**src/rtl/knn_dist_engine.sv**
```systemverilog
// knn_dist_engine: sweeps the training pair memory for one query and streams two
// distances per cycle, with their class labels, into the k-NN top-5 selector.
// Optional build macro: KNN_MANHATTAN_EN selects the L1 distance instead of the
// default squared Euclidean distance. Latency is the same in both builds.
module knn_dist_engine #(
  parameter int NUM_FEAT  = 4,
  parameter int FEAT_W    = 8,
  parameter int DIST_W    = 19,
  parameter int NUM_TRAIN = 256,
  parameter int PAIR_AW   = 7
) (
  input  logic                       clk,
  input  logic                       reset,
  input  logic                       start,
  input  logic [NUM_FEAT*FEAT_W-1:0] query,
  output logic                       mem_rd_en,
  output logic [PAIR_AW-1:0]         mem_addr,
  input  logic [NUM_FEAT*FEAT_W-1:0] mem_data_a,
  input  logic [NUM_FEAT*FEAT_W-1:0] mem_data_b,
  input  logic                       mem_class_a,
  input  logic                       mem_class_b,
  output logic                       sel_clear,
  output logic                       out_valid,
  output logic [DIST_W-1:0]          dist_a,
  output logic [DIST_W-1:0]          dist_b,
  output logic                       class_a,
  output logic                       class_b,
  output logic                       busy,
  output logic                       done
);

  localparam int VEC_W = NUM_FEAT * FEAT_W;
  localparam int SQ_W  = 2 * FEAT_W;
  localparam logic [PAIR_AW-1:0] LAST_ADDR = PAIR_AW'(NUM_TRAIN / 2 - 1);

  // Pairs are fetched two samples at a time, so the training set must split evenly.
  if ((NUM_TRAIN % 2) != 0 || NUM_TRAIN < 2) begin : g_bad_num_train
    $error("knn_dist_engine: NUM_TRAIN must be even and >= 2");
  end
  if (PAIR_AW != $clog2(NUM_TRAIN / 2)) begin : g_bad_pair_aw
    $error("knn_dist_engine: PAIR_AW must equal clog2(NUM_TRAIN/2)");
  end

  typedef enum logic [1:0] {S_IDLE, S_RUN, S_DRAIN, S_DONE} state_t;

  state_t             state_q, state_d;
  logic               rd_en_q, rd_en_d;
  logic [PAIR_AW-1:0] addr_q, addr_d;
  logic               sel_clear_q, sel_clear_d;
  logic               busy_q, busy_d;
  logic               done_q, done_d;
  logic [VEC_W-1:0]   query_q, query_d;

  logic vld_p0, vld_p1, vld_p2, out_valid_q;
  logic [1:0] cls_p1, cls_p2, class_q;
  logic [1:0][NUM_FEAT-1:0][FEAT_W-1:0] diff_p1;
  logic [1:0][NUM_FEAT-1:0][SQ_W-1:0]   sq_p2;
  logic [1:0][DIST_W-1:0]               dist_q;
  logic [1:0][VEC_W-1:0]                mem_vec;
  logic [1:0]                           mem_cls;

  assign mem_vec = {mem_data_b, mem_data_a};
  assign mem_cls = {mem_class_b, mem_class_a};

  function automatic logic [FEAT_W-1:0] abs_diff(input logic [FEAT_W-1:0] q,
                                                 input logic [FEAT_W-1:0] x);
    return (q >= x) ? (q - x) : (x - q);
  endfunction

  // Squares never overflow SQ_W, so no saturation is needed anywhere.
  function automatic logic [SQ_W-1:0] feat_term(input logic [FEAT_W-1:0] d);
`ifdef KNN_MANHATTAN_EN
    return SQ_W'(d);
`else
    return SQ_W'(d) * SQ_W'(d);
`endif
  endfunction

  function automatic logic [DIST_W-1:0] tree_sum(input logic [NUM_FEAT-1:0][SQ_W-1:0] t);
    logic [DIST_W-1:0] acc;
    acc = '0;
    for (int f = 0; f < NUM_FEAT; f++) acc = acc + DIST_W'(t[f]);
    return acc;
  endfunction

  // Sweep control: next state and next values of the registered control outputs.
  always_comb begin
    state_d     = state_q;
    rd_en_d     = rd_en_q;
    addr_d      = addr_q;
    sel_clear_d = 1'b0;
    busy_d      = busy_q;
    done_d      = 1'b0;
    query_d     = query_q;
    unique case (state_q)
      S_IDLE: begin
        if (start) begin
          state_d     = S_RUN;
          query_d     = query;
          sel_clear_d = 1'b1;
          busy_d      = 1'b1;
          rd_en_d     = 1'b1;
          addr_d      = '0;
        end
      end
      S_RUN: begin
        if (addr_q == LAST_ADDR) begin
          rd_en_d = 1'b0;
          state_d = S_DRAIN;
        end else begin
          addr_d = addr_q + PAIR_AW'(1);
        end
      end
      S_DRAIN: begin
        if (!(vld_p0 || vld_p1 || vld_p2)) begin
          state_d = S_DONE;
          done_d  = 1'b1;
          busy_d  = 1'b0;
        end
      end
      S_DONE: state_d = S_IDLE;
      default: state_d = S_IDLE;
    endcase
  end

  // Control registers; reset aborts a sweep at once.
  always_ff @(posedge clk) begin
    if (reset) begin
      state_q     <= S_IDLE;
      rd_en_q     <= 1'b0;
      addr_q      <= '0;
      sel_clear_q <= 1'b0;
      busy_q      <= 1'b0;
      done_q      <= 1'b0;
      query_q     <= '0;
    end else begin
      state_q     <= state_d;
      rd_en_q     <= rd_en_d;
      addr_q      <= addr_d;
      sel_clear_q <= sel_clear_d;
      busy_q      <= busy_d;
      done_q      <= done_d;
      query_q     <= query_d;
    end
  end

  // Valid bits: p0 marks memory data present, then one bit per pipeline stage.
  always_ff @(posedge clk) begin
    if (reset) begin
      vld_p0      <= 1'b0;
      vld_p1      <= 1'b0;
      vld_p2      <= 1'b0;
      out_valid_q <= 1'b0;
    end else begin
      vld_p0      <= rd_en_q;
      vld_p1      <= vld_p0;
      vld_p2      <= vld_p1;
      out_valid_q <= vld_p2;
    end
  end

  // S1 / S2 datapath: per-feature absolute difference, then square (or pass-through).
  always_ff @(posedge clk) begin
    for (int l = 0; l < 2; l++) begin
      for (int f = 0; f < NUM_FEAT; f++) begin
        diff_p1[l][f] <= abs_diff(query_q[f*FEAT_W +: FEAT_W], mem_vec[l][f*FEAT_W +: FEAT_W]);
        sq_p2[l][f]   <= feat_term(diff_p1[l][f]);
      end
    end
    cls_p1 <= mem_cls;
    cls_p2 <= cls_p1;
  end

  // S3 output registers: sum per lane, held while no valid pair arrives.
  always_ff @(posedge clk) begin
    if (reset) begin
      dist_q  <= '0;
      class_q <= '0;
    end else if (vld_p2) begin
      for (int l = 0; l < 2; l++) dist_q[l] <= tree_sum(sq_p2[l]);
      class_q <= cls_p2;
    end
  end

  assign mem_rd_en = rd_en_q;
  assign mem_addr  = addr_q;
  assign sel_clear = sel_clear_q;
  assign busy      = busy_q;
  assign done      = done_q;
  assign out_valid = out_valid_q;
  assign dist_a    = dist_q[0];
  assign dist_b    = dist_q[1];
  assign class_a   = class_q[0];
  assign class_b   = class_q[1];

endmodule

```
**config.mk**
```make
export PLATFORM = sky130hd
export DESIGN_NAME = knn_dist_engine
export DESIGN_NICKNAME = d
export VERILOG_FILES = /design/src/rtl/knn_dist_engine.sv
export SDC_FILE = /design/constraint.sdc
export NUM_CORES = 1
export LEC_CHECK = 0
export CAP_MARGIN = 25
export CORE_MARGIN = 3
export CORE_UTILIZATION = 50
export CTS_CLUSTER_SIZE = 16
export DETAILED_ROUTE_END_ITERATION = 10
export GPL_TIMING_DRIVEN = 0
export PLACE_DENSITY = 0.71
export REMOVE_ABC_BUFFERS = 1
export SYNTH_ARGS = -nofsm -noshare
export SYNTH_HDL_FRONTEND = slang
export SYNTH_SLANG_ARGS = --single-unit
export TNS_END_PERCENT = 100
```
**constraint.sdc**
```tcl
create_clock -name clk -period 4.1 [get_ports clk]
set_input_delay 0.82 -clock clk [delete_from_list [all_inputs] [get_ports clk]]
set_output_delay 0.82 -clock clk [all_outputs]
set_load 0.02 [all_outputs]
```
==> results of run 1 <==
[flip-flops by register name (all words and copies together) (netlist names), 2 cells and up]
register / count
cls_p1: 2
sq_p2: 120
class_q: 2
mem_addr: 7
dist_a: 18
query_q: 32
state_q: 2
cls_p2: 2
diff_p1: 64
dist_b: 18
[metal layers]
layer / GRT usage [%] / vias up
met4: 7.39 / 0
li1: - / 10100
met3: 2.75 / 98
met5: 0 / -
met2: 39.1 / 352
met1: 27.4 / 10100
[Yosys cell counts, types with 7 or more instances]
| cell | number | area (sq um) |
|---|---|---|
| a2111oi_0 | 9 | 78.8 |
| a211o_1 | 7 | 61.3 |
| a211oi_1 | 18 | 135 |
| a21o_1 | 66 | 495 |
| a21oi_1 | 174 | 871 |
| a31oi_1 | 27 | 169 |
| and2_1 | 162 | 1010 |
| and3_1 | 23 | 144 |
| buf_2 | 9 | 45.0 |
| buf_6 | 8 | 90.1 |
| clkbuf_1 | 47 | 176 |
| dfxtp_1 | 275 | 5510 |
| fa_1 | 272 | 5450 |
| ha_1 | 397 | 4970 |
| inv_1 | 469 | 1760 |
| mux2_2 | 11 | 124 |
| mux2i_1 | 57 | 571 |
| nand2_1 | 187 | 702 |
| nand2b_1 | 36 | 225 |
| nand3_1 | 25 | 125 |
| nand4_1 | 26 | 163 |
| nor2_1 | 134 | 503 |
| nor2b_1 | 73 | 457 |
| nor3_1 | 29 | 145 |
| nor4_1 | 11 | 68.8 |
| o211ai_1 | 9 | 67.6 |
| o21a_1 | 17 | 128 |
| o21ai_0 | 66 | 330 |
| o21bai_1 | 14 | 105 |
| o22ai_1 | 10 | 62.6 |
| o31ai_1 | 10 | 75.1 |
| or2_2 | 13 | 81.3 |
| xnor2_1 | 124 | 1090 |
| xor2_1 | 66 | 578 |
[cell usage in the layout (no fill, tap or decap), types with 8 or more instances in the layout]
cell type / instances
fa_1: 268
a31oi_1: 27
mux2i_1: 57
nand2_1: 180
a21oi_1: 154
nor4_1: 8
inv_2: 14
inv_1: 451
xor2_1: 66
nor3_1: 24
clkinvlp_4: 9
nand4_1: 26
clkdlybuf4s50_1: 149
nor2b_1: 71
mux2_2: 11
clkbuf_16: 36
a2111oi_0: 9
a21oi_2: 21
a211oi_1: 16
nor2_1: 125
and3_1: 23
nand2b_1: 36
o21a_1: 17
nand3_1: 25
ha_4: 17
and2_4: 10
and2_1: 149
dfxtp_1: 211
or2_2: 12
ha_1: 376
o21bai_1: 10
a21o_1: 66
xnor2_1: 123
dfxtp_4: 45
o21ai_0: 62
dfxtp_2: 19
o211ai_1: 9
buf_4: 35
[what timing repair did]
| item | 4_1_cts | 5_1_grt |
|---|---|---|
| gates resized for setup | 113 | 141 |
| endpoints found under the setup margin | 39 | 36 |
| pin swaps | 12 | 48 |
| gates cloned | 0 | 0 |
| setup buffers | 13 | 21 |
| endpoints found under the hold margin | 0 | 0 |
[stage by stage]
step	instances	worst slack (ps)
2_1_floorplan	2921	-78.6
3_3_place_gp	3767	-3490
3_5_place_dp	3771	-587
4_1_cts	3848	-129
5_1_grt	3869	-247
6_report	3869	-14.2
[cell type report]
| class | count | area share, % |
|---|---|---|
| inverters | 470 | 5.54 |
| flip-flops and latches | 275 | 17.8 |
| multi-input cells | 2176 | 64.4 |
| clock buffers | 47 | 3.16 |
| repair buffers | 188 | 5.79 |
| well taps | 696 | 2.71 |
| clock inverters | 17 | 0.683 |
[cell families (layout without fill, tap and decap cells)]
family | Yosys count | after routing | synth area share [%]
xor gates and xnor gates | 190 | 190 | 6.03
DFF | 275 | 275 | 19.9
and+or+nand+nor | 756 | 756 | 14.3
other | 1 | 4 | 0.0136
AOI/OAI and AO/OA | 482 | 482 | 11.5
buffers and inverters | 541 | 722 | 7.67
adders and majority gates | 669 | 669 | 37.7
muxes | 75 | 75 | 2.87
[worst register-to-register path: stages, from the launching register on]
cell	delay, ps
dfxtp_4	400
clkinvlp_4	120
nor2_4	130
fa_1	440
fa_1	540
inv_1	50
fa_1	440
fa_1	500
inv_2	40
ha_4	230
nor3_2	180
nor2_1	70
a31oi_1	220
nor2b_1	80
o21a_1	190
o41ai_2	250
xor2_1	170
[worst max path at each step]
stage                                    to  slack, ps  cells after the start
floorplan                 sq_p2[47]$_DFF_P_        -80                     16
finish                    sq_p2[47]$_DFF_P_        -10                     16
global route              sq_p2[47]$_DFF_P_       -250                     16
CTS                       sq_p2[47]$_DFF_P_       -130                     16
detailed placement        sq_p2[47]$_DFF_P_       -590                     16
global placement    dist_b[16]$_SDFFE_PP0P_      -3490                      6
==> qor.csv, run 1 <==
metric,value,unit
All-Layer GR Usage,21.9,%
mapped cell area,27600,sq um
share of layout cells above drive strength 1,11.1,%
status,"complete, but fails checks",
global-route wire length before repair,103000,um
Rows,85,
max_slew headroom,33.0,%
fillers,4661,
unrepaired setup endpoints after global routing,true,
total negative slack,-14.2,ps
achievable frequency,0.243,GHz
Mapped Cells,2989,
FF-to-FF End,sq_p2[47]$_DFF_P_,
"Critical Path, Cell by Cell",clkinvlp_4 > nor2_4 > fa_1 > fa_1 > inv_1 > fa_1 > fa_1 > inv_2 > ha_4 > nor3_2 > nor2_1 > a31oi_1 > nor2b_1 > o21a_1 > o41ai_2 > xor2_1,
failing checks,negative setup slack,
max layer used,met4,
Synth Warn #,0,
H-Tree Depth,2,
critical path launch point type,flip-flop,
wl on met1,27700,um
post-layout minimum cycle time,4110,ps
drt pass-1 iters,5,
clock skew,22.6,ps
register area,5700,sq um
r2r setup slk,-10,ps
CP required,4590,ps
worst hold start,cls_p1[0]$_DFF_P_,
slowest CP cell,fa_1,
"Hold Vio Cnt, Final",0,
final hold slack,329,ps
1st-iter DRT viols,814,
vias in the first global route,21500,
hold depth,0,
final RePlAce weighted congestion,0.875,
CTS buffer count,36,
Yosys reg bits,275,
CTS Sinks,275,
Syn Area/Cell,9.24,sq um
Hold Crit Class,flip-flop to flip-flop,
Most common cell on crit path,fa_1,
CP endpoint kind,flip-flop,
setup slack after layout,-14.2,ps
clock latency on the worst-skew pair,560,ps
initial antenna violation count,0,
Cell variety after synth,76,
number of flops mapped to enable cells by yosys,0,
# IOs,153,
Worst Max-Slew Pin Slew,1000,ps
met2 wire len,32100,um
total number of vias,20600,
largest net degree at the start of global routing,70,
DR vias/cell,5.33,
TritonCTS clock tree,built,
# diodes,0,
Final ANT Viol Nets,0,
Die Wd,241,um
"Primary FF master, synth",dfxtp_1,
critical path class,flip-flop to flip-flop,
"Buf+Inv Stages, Crit Path",3,
register area share after synthesis,19.9,%
Hold EP,cls_p2[0]$_DFF_P_,
CP Launch Point,diff_p1[21]$_DFF_P_,
Reg2Reg Launch Point,diff_p1[21]$_DFF_P_,
CP arrival,4600,ps
post-route cell area,32100,sq um
"Cell Area, Placed",29800,sq um
CP peak stage delay,540,ps
max-cap violations,0,
worst-path maximum fanout,5,
Finished Core Util,59.1,%
Die H,241,um
R2R cell count,16,
input/output buffers,150,
Core ar.,54200,sq um
GRT overflow,0,
"delay-heaviest family, CP",adder cells,
die area,58100,sq um
Remaining DRCs,0,
Starting Density,50.9,%
Layout area overhead,16.2,%
DPL Wire Length,50200,um
area of the multi-input gates,20600,sq um
root buf cell,clkbuf_16,
crit share post-route,100,%
"FFs w/ async S/R, synth",0,%
CTS Buffer Depth,3,
routed wire length,64000,um
Max Slew Vio Count,0,
routed wl met3,2310,um
Layout Nets,3917,
Finish-stage setup viols,1,
DR WL/cell,16.6,um
clock-pin slew of the registers on the worst-case setup and hold paths,60,ps
hold buffer count at cts,0,
Power of run 1 is not shown: default switching activity piles up to over one toggle a cycle in this logic, so the estimate is an artifact.
==> inputs of run 2 (changes only) <==
Settings changed: CORE_ASPECT_RATIO from default to 0.5, CORE_UTILIZATION 50 to 55, PLACE_DENSITY 0.71 to 0.77.
==> qor.csv, run 2 (synthesis gave the netlist of run 1 again) <==
metric,value,unit,change
Worst Max-Slew Pin Slew,1020,ps,was 1000 ps
final RePlAce weighted congestion,0.876,,was 0.875
CTS buffer count,29,,was 36
failing checks,negative setup slack,,unchanged
clock latency on the worst-skew pair,590,ps,was 560 ps
routed wire length,62500,um,was 64000 um
crit share post-route,102,%,was 100%
Final ANT Viol Nets,0,,unchanged
DR WL/cell,16.2,um,was 16.6 um
Finish-stage setup viols,2,,was 1
achievable frequency,0.240,GHz,was 0.243 GHz
1st-iter DRT viols,1030,,was 814
input/output buffers,150,,unchanged
drt pass-1 iters,5,,unchanged
die area,53100,sq um,was 58100 sq um
share of layout cells above drive strength 1,13.0,%,was 11.1%
max-cap violations,0,,unchanged
Starting Density,56.3,%,was 50.9%
Die H,164,um,was 241 um
GRT overflow,0,,unchanged
post-layout minimum cycle time,4170,ps,was 4110 ps
"commonest non-fill, non-tap cell in the layout",inv_1,,unchanged
critical path class,flip-flop to flip-flop,,unchanged
CP arrival,4680,ps,was 4600 ps
most frequent cells in the layout,"inv_1, ha_1, fa_1",,unchanged
Layout Nets,3951,,was 3917
CTS Sinks,275,,unchanged
Max Slew Vio Count,0,,unchanged
Die Wd,323,um,was 241 um
status,"complete, but fails checks",,unchanged
CP required,4610,ps,was 4590 ps
root buf cell,clkbuf_16,,unchanged
Largest Register,sq_p2,,unchanged
max reg flops,120,,unchanged
Rows,57,,was 85
largest registers,"sq_p2: 120 flops, diff_p1: 64 flops, query_q: 32 flops",,unchanged
largest net degree at the start of global routing,46,,was 70
All-Layer GR Usage,23.3,%,was 21.9%
vias in the first global route,21000,,was 21500
CTS Buffer Depth,3,,unchanged
DP Cell Count,3722,,was 3771
Hold Crit Class,flip-flop to flip-flop,,unchanged
Core ar.,49100,sq um,was 54200 sq um
fillers,3689,,was 4661
worst-path maximum fanout,6,,was 5
clock skew,21.0,ps,was 22.6 ps
clock-pin slew of the registers on the worst-case setup and hold paths,70,ps,was 60 ps
# IOs,153,,unchanged
unrepaired setup endpoints after global routing,true,,unchanged
r2r setup slk,-70,ps,was -10 ps
Layout area overhead,16.8,%,was 16.2%
initial antenna violation count,1,,was 0
max_slew headroom,31.8,%,was 33.0%
CP endpoint kind,flip-flop,,unchanged
DPL Wire Length,48000,um,was 50200 um
Remaining DRCs,0,,unchanged
global-route wire length before repair,101000,um,was 103000 um
H-Tree Depth,1,,was 2
critical path launch point type,flip-flop,,unchanged
hold buffer count at cts,0,,unchanged
DR vias/cell,5.40,,was 5.33
total number of vias,20800,,was 20600
"Hold Vio Cnt, Final",0,,unchanged
Final Non-Filler Cells,3855,,was 3869
TritonCTS clock tree,built,,unchanged
setup slack after layout,-66.5,ps,was -14.2 ps
run 2: cell types whose count changed in the layout (fill, tap and decap cells not counted), sizes merged:
cell	change
buf	+40
clkbuf	-16
inv	+8
clkinvlp	-3
diode	+2
bufinv	+1
clkinv	+1
run 2: per-layer routing:
metal,vias to the layer above,GRT usage [%],part of all wire [%]
li1,10200,-,-
met1,10200,30.9,45
met2,378,40.1,48
met3,115,2.74,3.9
met4,0,6.97,2.8
met5,-,0,0
run 2: through the flow:
stage / area (sq um) / setup slack, ps / hold slack [ps] / setup TNS, ps / utilization (%)
global placement: 29600 / -3400 / 310 / -66540 / 60.3
global route: 32200 / -244 / 349 / -1140 / 65.7
CTS: 31200 / -148 / 331 / -148 / 63.7
finish: 32300 / -66.5 / 328 / -102 / 65.7
detailed placement: 29600 / -573 / 315 / -6950 / 60.4
floorplan: 27300 / -78.6 / 310 / -78.6 / -
run 2: final timing paths:
| path | to | from | cells past startpoint |
|---|---|---|---|
| min reg2reg | cls_p2[1]$_DFF_P_ | cls_p1[1]$_DFF_P_ | 0 |
| max reg2reg | sq_p2[47]$_DFF_P_ | diff_p1[18]$_DFF_P_ | 15 |
| min | cls_p2[1]$_DFF_P_ | cls_p1[1]$_DFF_P_ | 0 |
| max | sq_p2[47]$_DFF_P_ | diff_p1[18]$_DFF_P_ | 15 |
run 2: layout make-up:
type	count	area, sq um	area share [%]
multi-input cells	2176	20800	64.4
diodes	2	5.00	0.0155
flip-flops and latches	275	5710	17.7
clock buffers	30	739	2.29
inverters	470	1780	5.51
repair buffers	229	2140	6.65
well taps	649	812	2.52
clock inverters	24	288	0.892
run 2: worst max-delay path, cell delays in order (launching register included):
cell and delay (ps):
dfxtp_4 390, and2_4 180, fa_1 480, fa_2 590, inv_2 40, fa_2 560, fa_1 420, inv_2 80
ha_4 210, nor3_2 130, nor2_1 70, a31oi_1 240, nor2b_1 90, o21a_1 200, o41ai_2 250, xor2_1 170
run 2: repair_timing:
action / CTS / global route
resized for setup: 138 / 167
pin swaps: 26 / 85
buffers inserted: 26 / 51
setup endpoints to repair: 42 / 36
gates cloned: 0 / 0
Power of run 2 is left out for the same reason.
